## src/rtl/alu_issue_ctrl.sv

```systemverilog
// alu_issue_ctrl: serial RV32I ALU issue controller with register file, external ALU and writeback
module alu_issue_ctrl (
  input  logic        clk,
  input  logic        reset,
  input  logic        instr_valid,
  output logic        instr_ready,
  input  logic [31:0] instr,
  output logic [31:0] alu_a,
  output logic [31:0] alu_b,
  output logic [2:0]  alu_funct3,
  output logic [6:0]  alu_funct7,
  input  logic [31:0] alu_result,
  output logic        wb_valid,
  output logic [4:0]  wb_rd,
  output logic [31:0] wb_data,
  output logic        illegal,
  input  logic [4:0]  dbg_addr,
  output logic [31:0] dbg_data
);
  typedef enum logic [2:0] {IDLE, DECODE, EXEC, WB, ERR} state_t;
  state_t      r_state, w_next;
  logic [31:0] r_instr;
  logic        r_err_hold;
  logic [31:0] r_rf [32];
  logic [6:0]  w_op, w_f7, w_f7_out;
  logic [2:0]  w_f3;
  logic [4:0]  w_rd, w_rs1, w_rs2;
  logic        w_is_r, w_is_i, w_r_ok, w_i_ok, w_legal;
  logic [31:0] w_rs1_val, w_rs2_val, w_imm;
  assign w_op      = r_instr[6:0];
  assign w_rd      = r_instr[11:7];
  assign w_f3      = r_instr[14:12];
  assign w_rs1     = r_instr[19:15];
  assign w_rs2     = r_instr[24:20];
  assign w_f7      = r_instr[31:25];
  assign w_imm     = {{20{r_instr[31]}}, r_instr[31:20]};
  assign w_is_r    = w_op == 7'b0110011;
  assign w_is_i    = w_op == 7'b0010011;
  assign w_r_ok    = w_f7 == 7'h00 || (w_f7 == 7'h20 && (w_f3 == 3'd0 || w_f3 == 3'd5));
  assign w_i_ok    = w_f3 == 3'd1 ? w_f7 == 7'h00 :
                     w_f3 == 3'd5 ? (w_f7 == 7'h00 || w_f7 == 7'h20) : 1'b1;
  assign w_legal   = (w_is_r && w_r_ok) || (w_is_i && w_i_ok);
  // Only R-type and shift-immediate carry a modifier; ADDI's upper imm bits must never select SUB
  assign w_f7_out  = (w_is_r || w_f3 == 3'd5) ? w_f7 : 7'h00;
  assign w_rs1_val = w_rs1 == 5'd0 ? 32'd0 : r_rf[w_rs1];
  assign w_rs2_val = w_rs2 == 5'd0 ? 32'd0 : r_rf[w_rs2];
  assign instr_ready = r_state == IDLE;
  assign wb_valid    = r_state == WB;
  assign wb_rd       = w_rd;
  // ERR spends two cycles so a rejection strobes in the same cycle a writeback would
  assign illegal     = r_state == ERR && r_err_hold;
  assign dbg_data    = dbg_addr == 5'd0 ? 32'd0 : r_rf[dbg_addr];
  // Next-state selection for the issue sequence
  always_comb begin
    w_next = r_state;
    case (r_state)
      IDLE:    w_next = instr_valid ? DECODE : IDLE;
      DECODE:  w_next = w_legal ? EXEC : ERR;
      EXEC:    w_next = WB;
      WB:      w_next = IDLE;
      ERR:     w_next = r_err_hold ? IDLE : ERR;
      default: w_next = IDLE;
    endcase
  end
  // State, captured instruction, ALU operands and writeback data
  always_ff @(posedge clk) begin
    if (reset) begin
      r_state    <= IDLE;
      r_instr    <= '0;
      r_err_hold <= 1'b0;
      alu_a      <= '0;
      alu_b      <= '0;
      alu_funct3 <= '0;
      alu_funct7 <= '0;
      wb_data    <= '0;
    end else begin
      r_state    <= w_next;
      r_err_hold <= r_state == ERR && !r_err_hold;
      if (r_state == IDLE && instr_valid) r_instr <= instr;
      if (r_state == DECODE && w_legal) begin
        alu_a      <= w_rs1_val;
        alu_b      <= w_is_r ? w_rs2_val : w_imm;
        alu_funct3 <= w_f3;
        alu_funct7 <= w_f7_out;
      end
      if (r_state == EXEC) wb_data <= alu_result;
    end
  end
  // Register file: cleared on reset, written as WB retires, x0 untouched
  always_ff @(posedge clk) begin
    if (reset) begin
      for (int i = 0; i < 32; i++) r_rf[i] <= '0;
    end else if (r_state == WB && w_rd != 5'd0) begin
      r_rf[w_rd] <= wb_data;
    end
  end
endmodule

```

## config.mk

```make
export PLATFORM = sky130hd
export DESIGN_NAME = alu_issue_ctrl
export DESIGN_NICKNAME = d
export VERILOG_FILES = /design/src/rtl/alu_issue_ctrl.sv
export SDC_FILE = /design/constraint.sdc
export NUM_CORES = 2
export LEC_CHECK = 0
export ABC_AREA = 0
export CAP_MARGIN = 10
export CORE_UTILIZATION = 35
export CTS_BUF_LIST = sky130_fd_sc_hd__clkbuf_16
export CTS_CLUSTER_SIZE = 10
export DETAILED_ROUTE_END_ITERATION = 8
export GPL_TIMING_DRIVEN = 0
export SKIP_LAST_GASP = 1
export SLEW_MARGIN = 20
export SYNTH_ARGS = -nofsm -noshare
export SYNTH_HDL_FRONTEND = slang
export SYNTH_SLANG_ARGS = --single-unit
```

## constraint.sdc

```tcl
create_clock -name clk -period 3.64 [get_ports clk]
set_input_delay 0.728 -clock clk [delete_from_list [all_inputs] [get_ports clk]]
set_output_delay 0.728 -clock clk [all_outputs]
set_load 0.02 [all_outputs]
```

==> reports/summary.txt <==
minimum clock period = 3.87 ns
outcome = finished with violations
Avg Synthesized Cell Area = 14.4 um^2
share of the synthesized area in the top cell type = 46.2%
clk sink count = 1176
power density of the placed cells = 436 nW/um^2
total wire length = 321 mm
vias per cell = 6.63
CP top delay family = simple AND/OR/NAND/NOR gates
post-synth cell types = 52
core area = 188000 um^2
share of cells above drive strength 1 = 26.9%
CP Data Required Time = 4.38 ns
total CTS buffers = 141
Die ar. = 192000 um^2
commonest non-fill, non-tap cell in the layout = edfxtp_1
critical path launch point type = register
failing checks = negative setup slack
largest cells by area after synthesis = edfxtp_1, mux4_2, and2_1, dfxtp_1, clkbuf_1
Area growth syn-to-layout = 16.8%
vias post-DR = 50700
final hold viol count = 0
Main synth FF type = edfxtp_1
DRC Markers = 0
Buffers on Ports = 214
remaining antenna violation count = 0
sequential area share after synthesis = 50.8%
Setup CP Type = register to register
Syn Inst Count = 4608
Die W = 438 um
skew final = 0.0377 ns
root buffer cell = clkbuf_16
CTS tree = done
CP bufs+invs = 2
Hold Crit Class = register to register
cell mode on critical path = clkbuf_1
Avg WL per Cell = 42.1 um
internal power = 24400 uW
clock buffer depth = 3
initial drt markers = 9053
Net Sw Power = 9530 uW
share of flip-flops with an asynchronous set or reset = 0%
Ports = 218
clk slew on worst S/H paths = 0.06 ns
First-pass DRT Iterations = 8
Comb power frac = 15.1%
worst slew pin tran = 1.33 ns
Clock Latency Late Sink = 0.82 ns
area leader, netlist = edfxtp_1
hold-fix buffers at CTS = 0
relative slew slack = 11.0%
nets = 5096
final setup fails = 301
EDFF count, synth = 1024
Pwr Total = 33900 uW
RSZ-0062 raised after global routing = yes
largest net degree at the start of global routing = 33
final RePlAce weighted congestion = 1.03
Congestion Overflow GR = 0
CP arrival = 4.62 ns
maxcap violations = 0
P_leak = 0.0268 uW
H-Tree Depth = 4
part of the power in registers = 45.6%
Clk network pwr share = 39.3%
most frequent cells in the layout = edfxtp_1, and2_1, mux4_2, clkbuf_1, nand2_1
Slew Viols, Final = 0
Starting Density = 35.3%
number of synthesized register bits = 1176
crit path max fanout = 10
Final Worst Setup Slack = -0.233 ns
Crit. End Element = register
Max VDD drop = 505 uV
Final Cycle Share = 106%
critical-path cell list = clkbuf_1 > nor3b_1 > nand3_1 > nor3_1 > nand3b_1 > clkbuf_1 > nor3_2 > a211o_1
Detailed Place HPWL = 224 mm
hold_ws = 0.437 ns
Layout fillers = 17200
height of the die = 438 um
vias in the first global route = 48500
slowest cell on the critical path = nor3_2
initial antenna violation count = 29
Cell Area, Synth = 66600 um^2
Syn. warnings = 0
first-pass GRT wire length = 421 mm
GRT Util Overall = 32.6%
switching part of the total = 28.1%
number of cell rows = 159
Peak Freq = 0.258 GHz
CP max stage delay = 0.90 ns
per-layer routing:
layer,wire length (um),track usage (%)
met5,150,0.496
met2,137000,47.3
met1,106000,38.3
met4,29700,24.9
met3,48000,13.8
synthesized netlist by cell type, types with 36 or more instances:
library cell	instances
o21ai_0	44
nor2_1	50
inv_1	36
nand2_1	260
nor3_1	72
a21oi_1	74
mux4_2	776
buf_2	107
clkbuf_1	350
dfxtp_1	152
and2_1	1002
mux2_2	50
a22oi_1	47
o22ai_1	176
edfxtp_1	1024
state kept, by name (all words and copies together) (netlist names), named ones only:
register / cells
r_rf: 1024
alu_a: 32
alu_b: 32
r_instr: 32
wb_data: 32
alu_funct7: 7
alu_funct3: 3
r_state: 3
r_err_hold: 1
metrics by stage:
step	worst slack (ns)	utilization, %	setup TNS, ns	instances	cell area [um^2]
detailed placement	-2.23	38.3	-404.70	7354	72200
global placement	-2.67	38.2	-779.33	7348	71900
floorplan	0.186	-	0	4639	66700
global route	-0.150	41.2	-22.93	7622	77700
finish	-0.233	41.3	-22.41	7638	77700
CTS	-0.131	41.0	-0.178	7597	77200
timing repair:
action                                  in CTS  in global routing
gates resized for setup                    437                 94
buffers inserted                             1                  8
endpoints found under the setup margin     328                512
gates cloned                                 2                 10
worst register-to-register path: stages (launching register included):
cell      delay [ns]
dfxtp_1         0.31
clkbuf_1        0.29
nor3b_1         0.30
nand3_1         0.27
nor3_1          0.32
nand3b_1        0.57
clkbuf_1        0.65
nor3_2          0.91
a211o_1         0.18
power by group through the flow:
stage	logic [uW]	registers, uW	clock network, uW
4_1_cts	4790	15400	13100
3_5_place_dp	4670	15700	0
5_1_grt	5080	15500	13600
2_1_floorplan	2730	15500	0
3_3_place_gp	4630	15700	0
6_report	5120	15500	13300
worst paths after layout:
kind                            cells past startpoint                  start  slack, ns                      to
worst min register to register                      1  r_err_hold$_SDFF_PP0_       0.44   r_err_hold$_SDFF_PP0_
worst max register to register                      8  r_state[0]$_SDFF_PP0_      -0.23  alu_a[24]$_SDFFE_PP0P_
worst max-delay path                                8  r_state[0]$_SDFF_PP0_      -0.23  alu_a[24]$_SDFFE_PP0P_
worst min-delay path                                1  r_err_hold$_SDFF_PP0_       0.44   r_err_hold$_SDFF_PP0_
kinds of logic (layout without fill, tap and decap cells):
kind of cell,count (synthesis),in the layout,share of synthesized area [%]
simple gates,1519,1521,13.0
flops,1176,1176,50.8
buf+inv,550,1030,3.45
other cells,1,54,0.00563
compound gates,503,503,5.23
mux,859,859,27.6
layout make-up:
class | instances | area (um^2) | share of cell area (%)
tap | 2495 | 3120 | 4.02
timing repair buffer | 240 | 2480 | 3.19
clock buffer | 149 | 3730 | 4.80
antenna | 22 | 55.1 | 0.0708
inverter | 37 | 139 | 0.179
sequential | 1176 | 33800 | 43.5
buffer | 513 | 3090 | 3.98
multi-input combinational | 2915 | 30900 | 39.8
clock inverter | 91 | 387 | 0.497
No activity file was read; power rests on OpenSTA's default activity.
